$ cat src/rtl/writeback_unit.sv
// writeback_unit: final pipeline stage in front of the register file's single
// write port. Arbitrates LSU load returns (priority) against EXU results,
// extracts and extends load data, and registers one write per cycle. A
// pending-load scoreboard plus the in-flight write drive the decode stall.
//
// Optional feature macro: WRITEBACK_INSTRET_EN
//   defined     -> 64-bit retired-instruction counter on instret
//   not defined -> counter not built, instret tied to 0
module writeback_unit #(
  parameter int ADDR_WIDTH = 5,
  parameter int DATA_WIDTH = 32
) (
  input  logic                  clk,
  input  logic                  rst_n,
  input  logic                  exu_valid,
  output logic                  exu_ready,
  input  logic                  exu_wen,
  input  logic [ADDR_WIDTH-1:0] exu_rd,
  input  logic [DATA_WIDTH-1:0] exu_data,
  input  logic                  lsu_issue,
  input  logic [ADDR_WIDTH-1:0] lsu_issue_rd,
  input  logic                  lsu_valid,
  input  logic [ADDR_WIDTH-1:0] lsu_rd,
  input  logic [2:0]            lsu_funct3,
  input  logic [2:0]            lsu_offset,
  input  logic [DATA_WIDTH-1:0] lsu_rdata,
  input  logic [ADDR_WIDTH-1:0] rs1,
  input  logic [ADDR_WIDTH-1:0] rs2,
  output logic                  hz_stall,
  output logic                  rf_wen,
  output logic [ADDR_WIDTH-1:0] rf_rd,
  output logic [DATA_WIDTH-1:0] rf_data,
  output logic [63:0]           instret
);

  localparam int NREG = 1 << ADDR_WIDTH;

  logic                  rf_wen_q, rf_wen_d;
  logic [ADDR_WIDTH-1:0] rf_rd_q, rf_rd_d;
  logic [DATA_WIDTH-1:0] rf_data_q, rf_data_d;
  logic [NREG-1:0]       sb_q, sb_d;

  logic                  exu_xfer;
  logic                  retire;
  logic [2:0]            off_eff;
  logic [5:0]            rot_sh;
  logic [DATA_WIDTH-1:0] rot;
  logic [DATA_WIDTH-1:0] load_ext;
  logic                  hz_rs1, hz_rs2;

  // LSU returns cannot be backpressured, so they always win the write port.
  assign exu_ready = !lsu_valid;
  assign exu_xfer  = exu_valid && exu_ready;
  assign retire    = lsu_valid || exu_xfer;

  // Rotate the word so the addressed byte lands in bit 0; rotation makes
  // misaligned accesses wrap around the word instead of reading past it.
  always_comb begin
    off_eff = (DATA_WIDTH == 64) ? lsu_offset : {1'b0, lsu_offset[1:0]};
    rot_sh  = {off_eff, 3'b000};
    rot     = DATA_WIDTH'({lsu_rdata, lsu_rdata} >> rot_sh);
  end

  // Size selection and sign/zero extension; 32-bit builds fold ld/lwu onto lw.
  always_comb begin
    load_ext = rot;
    case (lsu_funct3)
      3'b000: load_ext = DATA_WIDTH'($signed(rot[7:0]));
      3'b001: load_ext = DATA_WIDTH'($signed(rot[15:0]));
      3'b010: load_ext = DATA_WIDTH'($signed(rot[31:0]));
      3'b011: load_ext = (DATA_WIDTH == 32) ? DATA_WIDTH'($signed(rot[31:0])) : rot;
      3'b100: load_ext = DATA_WIDTH'(rot[7:0]);
      3'b101: load_ext = DATA_WIDTH'(rot[15:0]);
      3'b110: load_ext = (DATA_WIDTH == 32) ? DATA_WIDTH'($signed(rot[31:0]))
                                            : DATA_WIDTH'(rot[31:0]);
      default: load_ext = rot;
    endcase
  end

  // Next write-port contents; rd/data hold when nothing transfers.
  always_comb begin
    rf_wen_d  = 1'b0;
    rf_rd_d   = rf_rd_q;
    rf_data_d = rf_data_q;
    if (lsu_valid) begin
      rf_wen_d  = (lsu_rd != '0);
      rf_rd_d   = lsu_rd;
      rf_data_d = load_ext;
    end else if (exu_xfer) begin
      rf_wen_d  = exu_wen && (exu_rd != '0);
      rf_rd_d   = exu_rd;
      rf_data_d = exu_data;
    end
  end

  // Scoreboard update: clear on return first so a same-cycle reissue wins.
  always_comb begin
    sb_d = sb_q;
    if (lsu_valid)
      sb_d[lsu_rd] = 1'b0;
    if (lsu_issue && (lsu_issue_rd != '0))
      sb_d[lsu_issue_rd] = 1'b1;
    sb_d[0] = 1'b0;
  end

  // Registered write port and scoreboard state.
  always_ff @(posedge clk or negedge rst_n) begin
    if (!rst_n) begin
      rf_wen_q  <= 1'b0;
      rf_rd_q   <= '0;
      rf_data_q <= '0;
      sb_q      <= '0;
    end else begin
      rf_wen_q  <= rf_wen_d;
      rf_rd_q   <= rf_rd_d;
      rf_data_q <= rf_data_d;
      sb_q      <= sb_d;
    end
  end

  // Stall on a pending load or on a write still one cycle from commit.
  always_comb begin
    hz_rs1   = (rs1 != '0) && (sb_q[rs1] || (rf_wen_q && (rf_rd_q == rs1)));
    hz_rs2   = (rs2 != '0) && (sb_q[rs2] || (rf_wen_q && (rf_rd_q == rs2)));
    hz_stall = hz_rs1 || hz_rs2;
  end

  assign rf_wen  = rf_wen_q;
  assign rf_rd   = rf_rd_q;
  assign rf_data = rf_data_q;

`ifdef WRITEBACK_INSTRET_EN
  logic [63:0] instret_q, instret_d;

  always_comb begin
    instret_d = instret_q + 64'(retire);
  end

  // Retired-instruction counter, wraps naturally at 2^64.
  always_ff @(posedge clk or negedge rst_n) begin
    if (!rst_n)
      instret_q <= '0;
    else
      instret_q <= instret_d;
  end

  assign instret = instret_q;
`else
  logic unused_retire;
  assign unused_retire = retire;
  assign instret       = 64'd0;
`endif

endmodule

$ cat config.mk
export PLATFORM = sky130hd
export DESIGN_NAME = writeback_unit
export DESIGN_NICKNAME = d
export VERILOG_FILES = /design/src/rtl/writeback_unit.sv
export SDC_FILE = /design/constraint.sdc
export NUM_CORES = 1
export LEC_CHECK = 0
export BUFFER_PORTS_ARGS = -buffer_cell sky130_fd_sc_hd__buf_2
export CAP_MARGIN = 40
export CORE_ASPECT_RATIO = 0.5
export CORE_MARGIN = 2
export CORE_UTILIZATION = 35
export DETAILED_ROUTE_END_ITERATION = 6
export GPL_TIMING_DRIVEN = 0
export PLACE_DENSITY = 0.6
export SLEW_MARGIN = 10
export SYNTH_ARGS = -nofsm -noshare
export SYNTH_HDL_FRONTEND = slang
export SYNTH_SLANG_ARGS = --single-unit
$ cat constraint.sdc
create_clock -name clk -period 4.1 [get_ports clk]
set_input_delay 0.41 -clock clk [delete_from_list [all_inputs] [get_ports clk]]
set_output_delay 0.41 -clock clk [all_outputs]
set_load 0.005 [all_outputs]
==> metrics.md, run 1 <==
| Metric | Value |
|---|---|
| Final TNS setup | `0 ps` |
| TritonCTS Buffers | `9` |
| CTS resizes | `0` |
| CP top delay family | `multiplexers` |
| Placed Cells | `882` |
| Slowest cell on crit path | `mux4_1` |
| Synth warn | `0` |
| Minimum clock period | `2650 ps` |
| Ranking of synthesized cells by area | `dfrtp_1 (34%), mux4_2 (18%), buf_4 (9.5%)` |
| Clock skew | `0 ps` |
| Vias in the first global route | `4815` |
| CP Buf/Inv Count | `1` |
| Post-Layout Cell Count | `903` |
| Die ar. | `0.0157 mm²` |
| GPL Wtd Cong | `0.834` |
| First-pass GRT wire length | `25700 µm` |
| Worst-path clk slew | `60 ps` |
| Setup violators final | `0` |
| Worst EP required | `3690 ps` |
| Worst-skew pair later-pin latency | `330 ps` |
| Die width | `175 µm` |
| Clock sink count | `69` |
| Share of the synthesized area in the top cell type | `33.6%` |
| Drt via density | `5.13` |
| CP cell instances | `mux4_1, mux2_4, a2111oi_2, o32ai_1, buf_2` |
| Fin. Hold Viols | `0` |
| Slowest stage delay, CP | `530 ps` |
| Maxcap violations | `0` |
| Total track usage | `20.7%` |
| DR DRC count | `0` |
| Area growth syn-to-layout | `28.9%` |
| Wire per inst | `17.8 µm` |
| Worst Tran Pin Value | `655 ps` |
| Starting Density | `35.7%` |
| Vias | `4632` |
| Pwr Density | `356 mW/mm²` |
| Crit-path max FO | `3` |
| Synthesized area | `0.00515 mm²` |
| Number of synthesized flops with an enable pin | `0` |
| 1st-iter DRT viols | `294` |
| Die Y-Extent | `89.7 µm` |
| Post-Syn Instances | `495` |
| Status | `completed` |
| Post-layout nets | `797` |
| Post-synth top area cell | `dfrtp_1` |
| Final HPWL DP | `12300 µm` |
| Leak | `2.99 nW` |
| Seq cells post-synth | `69` |
| Layout cells sized above 1 | `38.7%` |
| Arrival @ worst endpoint | `2240 ps` |
| Initial antenna violation count | `5` |
| # H-tree levels | `3` |
| 1st-pass router iterations | `4` |
| Worst Setup Start Kind | `flip-flop` |
| Register area share after synthesis | `33.6%` |
| Critical path capture point type | `output pin` |
| Fillers | `1380` |
| Longest Clk Path Bufs | `2` |
| Yosys cell types | `40` |
| Worst vdd ir | `0.000189 V` |
| Fmax | `0.377 GHz` |
| Ys flop type | `dfrtp_1` |
| Row count | `31` |
| Ys async rst share | `100%` |
| Hold crit path type | `in2reg` |
| CORE AREA | `0.0144 mm²` |
| Largest net degree at the start of global routing | `62` |
| Max-slew headroom | `56.3%` |
| CTS root buffer | `clkbuf_16` |
| Post-route ant nets | `0` |
| Final Cycle Share | `64.7%` |
| RSZ-0062 raised after global routing | `false` |
| I/O pins | `205` |
| WS Path Type | `reg2out` |
| Port-buffer cells | `125` |
| Gr ovfl total | `0` |
| CTS tree | `yes` |
| Routed WL | `16100 µm` |
| Syn Area/Cell | `10.4 µm²` |
| Slew Viols, Final | `0` |
## final cells by class
class,instances,area (µm²),share of cell area [%]
Multi-Input combinational cell,382,2980,44.9
Timing Repair Buffer,127,666,10.0
Inverter,4,15.0,0.226
Buffer,103,662,9.98
Clock buffer,12,256,3.87
Sequential cell,69,1730,26.0
Antenna cell,4,10.0,0.151
Tap cell,198,248,3.74
Clock inverter,4,70.1,1.06
## repair_timing
action	CTS	global route
endpoints found under the setup margin	0	0
endpoints found under the hold margin	8	0
buffers inserted	0	0
hold buffers	1	0
## cells in the final DEF, fill, tap and decap left out, drive strengths merged, types with 2 or more instances in the layout
cell    instances
clkbuf         35
nor2b          24
nand2          30
xor2            4
a211oi         24
a21oi           9
or4             2
mux2            2
o211ai          3
dfrtp          69
nor2           13
mux2i          18
or3b            5
xnor2           6
nand3b         10
o21ai          76
clkinv          3
or3             4
mux4           47
a31oi          26
inv             3
bufinv          2
diode           4
nand3           5
buf           206
conb           64
## flip-flops by register name, summed over array words and instances, names as in the netlist
| name | flops |
|---|---|
| rf_rd | 5 |
| rf_wen | 1 |
| sb_q | 31 |
| rf_data | 32 |
## cell families (layout without fill, tap and decap cells)
logic type	count (synthesis)	in the layout	synth area share, %
AOI/OAI and AO/OA	142	142	16.2
xor gates and xnor gates	10	10	1.70
buffers and inverters	107	250	13.2
DFF	69	69	33.6
muxes	67	67	24.9
other	1	68	0.0729
and+or+nand+nor	99	99	10.4
## report_power, final
part	total [mW]	switching, mW	internal [mW]
Combinational	0.623	0.294	0.328
Clock	0.861	0.297	0.564
Sequential	0.878	0.0820	0.796
Total	2.36	0.673	1.69
## layer usage
layer	wire length (µm)	track usage (%)	vias to the layer above
li1	-	-	2144
met1	6520	26.0	2257
met2	8070	34.3	199
met3	1170	5.80	30
met4	312	7.78	2
met5	13	0	-
## path summary, 6_finish.rpt
| check | startpoint | to | slack, ps | cells after the start |
|---|---|---|---|---|
| max | sb_q[9] | hz_stall | 1450 | 5 |
| max reg2reg | rf_data[18] | rf_data[18] | 3090 | 3 |
| min | lsu_rd[0] | rf_rd[0] | 340 | 3 |
| max in group asynchronous | rst_n | sb_q[21] | 3050 | 3 |
| min reg2reg | sb_q[19] | sb_q[19] | 530 | 2 |
| min in group asynchronous | rst_n | rf_data[13] | 490 | 2 |
## worst min-delay path, delay by kind of cell
kind	cells	cell delay (ps)
AOI/OAI and AO/OA	1	60
buffers and inverters	1	110
and+or+nand+nor	1	50
## synth_stat cells, types with 2 or more instances
library cell / count
a211oi_1: 24
a21oi_1: 9
a31oi_1: 26
buf_2: 12
buf_4: 65
buf_6: 2
clkbuf_1: 22
dfrtp_1: 69
inv_1: 3
mux2i_1: 18
mux4_1: 5
mux4_2: 42
nand2_1: 30
nand3_1: 5
nand3b_1: 10
nor2_1: 13
nor2b_1: 24
o211ai_1: 3
o21ai_0: 76
or3_1: 4
or3b_2: 5
or4_1: 2
xnor2_1: 6
xor2_1: 4
## metrics by stage
| stage | total power, mW | setup WS [ps] | util [%] | hold WS (ps) | area (µm²) |
|---|---|---|---|---|---|
| after floorplan | 1.27 | 1880 | - | 114 | 5380 |
| after global placement | 1.49 | 1500 | 43.4 | 498 | 6260 |
| after detailed placement | 1.50 | 1550 | 43.6 | 253 | 6290 |
| after CTS | 2.36 | 1460 | 45.9 | 338 | 6620 |
| after global routing | 2.49 | 1420 | 46.0 | 365 | 6630 |
| final | 2.36 | 1450 | 46.0 | 342 | 6630 |
Note: power is estimated with default switching activity, not from simulation.
==> inputs of run 2 (changes only) <==
--- a/config.mk
+++ b/config.mk
@@ -12,7 +12,7 @@
 export CORE_UTILIZATION = 35
 export DETAILED_ROUTE_END_ITERATION = 6
 export GPL_TIMING_DRIVEN = 0
-export PLACE_DENSITY = 0.6
+export PLACE_DENSITY = 0.62
 export SLEW_MARGIN = 10
 export SYNTH_ARGS = -nofsm -noshare
 export SYNTH_HDL_FRONTEND = slang
==> constraint.sdc (replaced) <==
create_clock -name clk -period 2.2 [get_ports clk]
set_input_delay 0.22 -clock clk [delete_from_list [all_inputs] [get_ports clk]]
set_output_delay 0.22 -clock clk [all_outputs]
set_load 0.005 [all_outputs]
==> metrics.md, run 2 (same netlist as run 1, synthesis figures left out) <==
| Metric | Value |
|---|---|
| Total track usage | `20.2%` |
| Fin. Hold Viols | `0` |
| Final Cycle Share | `103%` |
| Maxcap violations | `0` |
| I/O pins | `205` |
| Layout cells sized above 1 | `39.2%` |
| Vias in the first global route | `4618` |
| Slew Viols, Final | `0` |
| Largest net degree at the start of global routing | `53` |
| Hold WS | `152 ps` |
| Reg2Reg Setup Slack | `1170 ps` |
| 1st-iter DRT viols | `397` |
| Worst reg2reg path startpoint | `rf_data[30]` |
| Die ar. | `0.0157 mm²` |
| Setup violators final | `1` |
| Arrival @ worst endpoint | `2040 ps` |
| Hold crit path type | `in2reg` |
| Routed WL | `15800 µm` |
| Final WS setup | `-61.3 ps` |
| Power share of the clock group | `32.6%` |
| Post-layout nets | `800` |
| DR DRC count | `0` |
| Gr ovfl total | `0` |
| Die Y-Extent | `89.7 µm` |
| Worst-path clk slew | `60 ps` |
| First-pass GRT wire length | `24900 µm` |
| CTS tree | `yes` |
| Initial antenna violation count | `1` |
| Psw | `1.25 mW` |
| Start point of the critical path | `sb_q[9]` |
| Setup crit end | `hz_stall` |
| Multi-input logic area | `0.00299 mm²` |
| Leak | `2.98 nW` |
| Reg2reg path depth | `3` |
| Clock skew | `0 ps` |
| Longest Clk Path Bufs | `2` |
| Area growth syn-to-layout | `28.5%` |
| Commonest cells after routing, fill and taps aside | `buf_2 (136), o21ai_0 (76), buf_4 (69), dfrtp_1 (69), conb_1 (64)` |
| Comb power frac | `28.4%` |
| Critical path capture point type | `output pin` |
| Sw Share | `29.9%` |
| Worst EP required | `1980 ps` |
| Pwr Density | `632 mW/mm²` |
| Crit-path max FO | `3` |
| Worst Setup Start Kind | `flip-flop` |
| Worst-skew pair later-pin latency | `330 ps` |
| GPL Wtd Cong | `0.867` |
| CTS root buffer | `clkbuf_16` |
| Reg-to-reg endpoint | `rf_data[30]` |
| Drt via density | `5.15` |
| Final HPWL DP | `12300 µm` |
| 1st-pass router iterations | `4` |
| Post-route ant nets | `0` |
| Port-buffer cells | `125` |
| Ant. Diodes | `0` |
| CORE AREA | `0.0144 mm²` |
| Clock sink count | `69` |
| Power Internal | `2.93 mW` |
| RSZ-0062 raised after global routing | `true` |
| Row count | `31` |
| # H-tree levels | `3` |
| Seq. cell area | `0.00173 mm²` |
| Failing checks | `negative setup slack` |
| Reg power frac | `39.0%` |
| Final TNS setup | `-61.3 ps` |
| Fillers | `1393` |
| Most common cell after layout, fill and taps aside | `buf_2` |
| Max-slew headroom | `57.8%` |
| Fmax | `0.442 GHz` |
| Max reg flops | `32` |
| Status | `finished with violations` |
| Vias | `4647` |
| Minimum clock period | `2260 ps` |
| Wire per inst | `17.5 µm` |
| Die width | `175 µm` |
| Worst Tran Pin Value | `633 ps` |
| Starting Density | `35.7%` |
| Worst vdd ir | `0.000349 V` |
| WS Path Type | `reg2out` |
| TritonCTS Buffers | `9` |
==> run 2: power by group through the flow <==
stage               Clock (mW)  Sequential (mW)  Combinational, mW
finish                    1.36             1.63               1.19
global route              1.44             1.66               1.31
CTS                       1.37             1.63               1.18
detailed placement           0             1.65               1.15
global placement             0             1.65               1.12
floorplan                    0             1.61              0.759
==> run 2: cell type report <==
class / count / area share, %
Multi-Input combinational cell: 382 / 45.3
Sequential cell: 69 / 26.1
Timing Repair Buffer: 130 / 10.4
Buffer: 103 / 10.0
Clock buffer: 12 / 3.88
Tap cell: 198 / 3.75
Clock inverter: 4 / 0.341
Inverter: 4 / 0.227
==> run 2: metrics by stage <==
| stage | total power, mW | utilization (%) | cell area [µm²] | setup slack [ps] | instances |
|---|---|---|---|---|---|
| 2_1_floorplan | 2.37 | - | 5380 | 363 | 558 |
| 3_3_place_gp | 2.77 | 43.4 | 6260 | 103 | 881 |
| 3_5_place_dp | 2.80 | 43.6 | 6290 | 88.7 | 882 |
| 4_1_cts | 4.18 | 45.8 | 6610 | -63.6 | 902 |
| 5_1_grt | 4.41 | 45.8 | 6610 | -178 | 902 |
| 6_report | 4.18 | 45.8 | 6610 | -61.3 | 902 |
==> run 2: how the worst min path moves through the flow <==
stage / from / endpoint / slack [ps] / cells past startpoint
finish: lsu_rd[0] / rf_rd[0] / 150 / 3
global route: lsu_rd[0] / rf_rd[0] / 160 / 3
CTS: lsu_rd[0] / rf_rd[0] / 140 / 3
detailed placement: rst_n / rf_data[13] / 120 / 1
global placement: lsu_rd[0] / rf_rd[0] / 470 / 3
floorplan: rst_n / rf_data[0] / -80 / 0
==> run 2: worst max-delay path: stages, from the launching register on <==
cell and delay, ps:
dfrtp_1 400, mux4_2 460, mux2_4 300, a2111oi_4 280, o32ai_1 130, buf_2 140
==> run 2: repair_timing <==
action	in CTS	in global routing
endpoints found under the hold margin	17	0
buffers inserted	3	0
hold buffers	1	0
resized for setup	2	1
endpoints found under the setup margin	1	1
pin swaps	2	1
==> run 2: per-layer routing <==
layer	part of all wire (%)	global-route usage, %	wire length [µm]	up-vias
met2	51	35.1	8020	201
met3	7.5	5.50	1190	19
met4	1.4	5.44	228	2
met5	0.082	0	13	-
li1	-	-	-	2147
met1	40	24.9	6340	2278
==> inputs of run 3 (changes only) <==
--- a/config.mk
+++ b/config.mk
@@ -5,7 +5,7 @@
 export SDC_FILE = /design/constraint.sdc
 export NUM_CORES = 1
 export LEC_CHECK = 0
-export BUFFER_PORTS_ARGS = -buffer_cell sky130_fd_sc_hd__buf_2
+export BUFFER_PORTS_ARGS = -buffer_cell sky130_fd_sc_hd__buf_4
 export CAP_MARGIN = 40
 export CORE_ASPECT_RATIO = 0.5
 export CORE_MARGIN = 2
==> metrics.md, run 3 (same netlist as run 1, synthesis figures left out) <==
| Metric | Value |
|---|---|
| Status | `finished with violations` |
| Failing checks | `negative setup slack` |
| Power share of the clock group | `32.8%` |
| Post-Layout Cell Count | `904` |
| Place WS | `50.9 ps` |
| CTS root buffer | `clkbuf_16` |
| Placed Cells | `882` |
| First-pass GRT wire length | `25200 µm` |
| Arrival @ worst endpoint | `2120 ps` |
| Worst Setup Start Kind | `flip-flop` |
| Fmax | `0.427 GHz` |
| Row count | `31` |
| Pwr Density | `629 mW/mm²` |
| Worst-skew pair later-pin latency | `330 ps` |
| 1st-iter DRT viols | `410` |
| Design Power | `4.38 mW` |
| Final Cycle Share | `106%` |
| Layout cells sized above 1 | `39.5%` |
| Max-slew headroom | `54.4%` |
| CORE AREA | `0.0144 mm²` |
| Drt via density | `5.22` |
| Setup violators final | `1` |
| GPL Wtd Cong | `0.873` |
| Largest net degree at the start of global routing | `53` |
| Critical path capture point type | `output pin` |
| TritonCTS Buffers | `9` |
| Hold crit path type | `in2reg` |
| CTS tree | `yes` |
| I/O pins | `205` |
| WS Path Type | `reg2out` |
| Area growth syn-to-layout | `35.3%` |
| Ant. Diodes | `0` |
| Commonest cells after routing, fill and taps aside | `buf_4 (193), o21ai_0 (76), dfrtp_1 (69)` |
| Worst Tran Pin Value | `684 ps` |
| Vias | `4720` |
| Leak | `3.11 nW` |
| Final TNS setup | `-142 ps` |
| Maxcap violations | `0` |
| Gr ovfl total | `0` |
| Placed Area | `0.00660 mm²` |
| Starting Density | `35.7%` |
| Final instance area | `0.00696 mm²` |
| Crit-path max FO | `3` |
| Max layer used | `met4` |
| Core Util, Final | `48.3%` |
| Sw Share | `28.8%` |
| Max reg flops | `32` |
| Clock skew | `0 ps` |
| RSZ-0062 raised after global routing | `true` |
| Wire per inst | `17.9 µm` |
| Fin. Hold Viols | `0` |
| Psw | `1.26 mW` |
| # H-tree levels | `3` |
| DR DRC count | `0` |
| Post-layout nets | `802` |
| Comb power frac | `29.8%` |
| Most common cell after layout, fill and taps aside | `buf_4` |
| Total track usage | `20.5%` |
| Die Y-Extent | `89.7 µm` |
| Clock sink count | `69` |
| Power Internal | `3.12 mW` |
| Slew Viols, Final | `0` |
| Die width | `175 µm` |
| WL met3 | `1250 µm` |
| Die ar. | `0.0157 mm²` |
| Post-route ant nets | `0` |
| Port-buffer cells | `125` |
| Worst-path clk slew | `60 ps` |
| Final WS setup | `-142 ps` |
| Initial antenna violation count | `0` |
| Longest Clk Path Bufs | `2` |
| 1st-pass router iterations | `5` |
| Hold WS | `156 ps` |
| Worst vdd ir | `0.000346 V` |
| Final HPWL DP | `12500 µm` |
| Vias in the first global route | `4723` |
| Worst EP required | `1980 ps` |
| Met2 wire len | `8140 µm` |
| Minimum clock period | `2340 ps` |
| Reg power frac | `37.5%` |
| DRT met1 WL | `6440 µm` |
| Routed WL | `16200 µm` |
==> run 3: timing repair <==
item | in CTS | in global routing
hold buffers | 1 | 0
setup buffers | 4 | 1
pin swaps | 2 | 3
resized for setup | 3 | 3
endpoints found under the setup margin | 1 | 1
hold endpoints to repair | 17 | 0
==> run 3: layout make-up <==
class	instances	area [µm²]
plain buffers	103	662
clock buffers	11	243
clock inverters	5	50.0
fillers	1375	7460
inverters	4	15.0
multi-input cells	382	3000
flip-flops and latches	69	1730
well taps	198	248
repair buffers	132	1020
==> run 3: worst max-delay path: stages (launching register included) <==
cell	delay (ps)
dfrtp_1	400
buf_6	130
mux4_2	450
mux2i_2	210
o211ai_1	120
a31oi_1	210
o32ai_2	120
buf_4	150
==> run 3: worst paths after layout <==
path	from	cells past startpoint	slack, ps	end
hold reg to reg	sb_q[19]	2	530	sb_q[19]
setup reg to reg	rf_data[30]	3	1210	rf_data[30]
setup / recovery	sb_q[8]	7	-140	hz_stall
max in group asynchronous	rst_n	3	1360	sb_q[3]
min in group asynchronous	rst_n	2	300	rf_data[12]
hold / removal	lsu_rd[0]	3	160	rf_rd[0]
==> run 3: layer usage <==
metal  vias up  track usage, %
met3        35            5.12
met2       225            35.5
met1      2313            25.4
met4         0            5.92
li1       2147               -
met5         -               0
==> run 3: power groups by stage <==
stage / Sequential [mW] / Clock (mW) / Combinational, mW
final: 1.64 / 1.44 / 1.30
after floorplan: 1.61 / 0 / 0.759
after CTS: 1.64 / 1.45 / 1.28
after detailed placement: 1.67 / 0 / 1.23
after global placement: 1.65 / 0 / 1.21
after global routing: 1.67 / 1.52 / 1.42
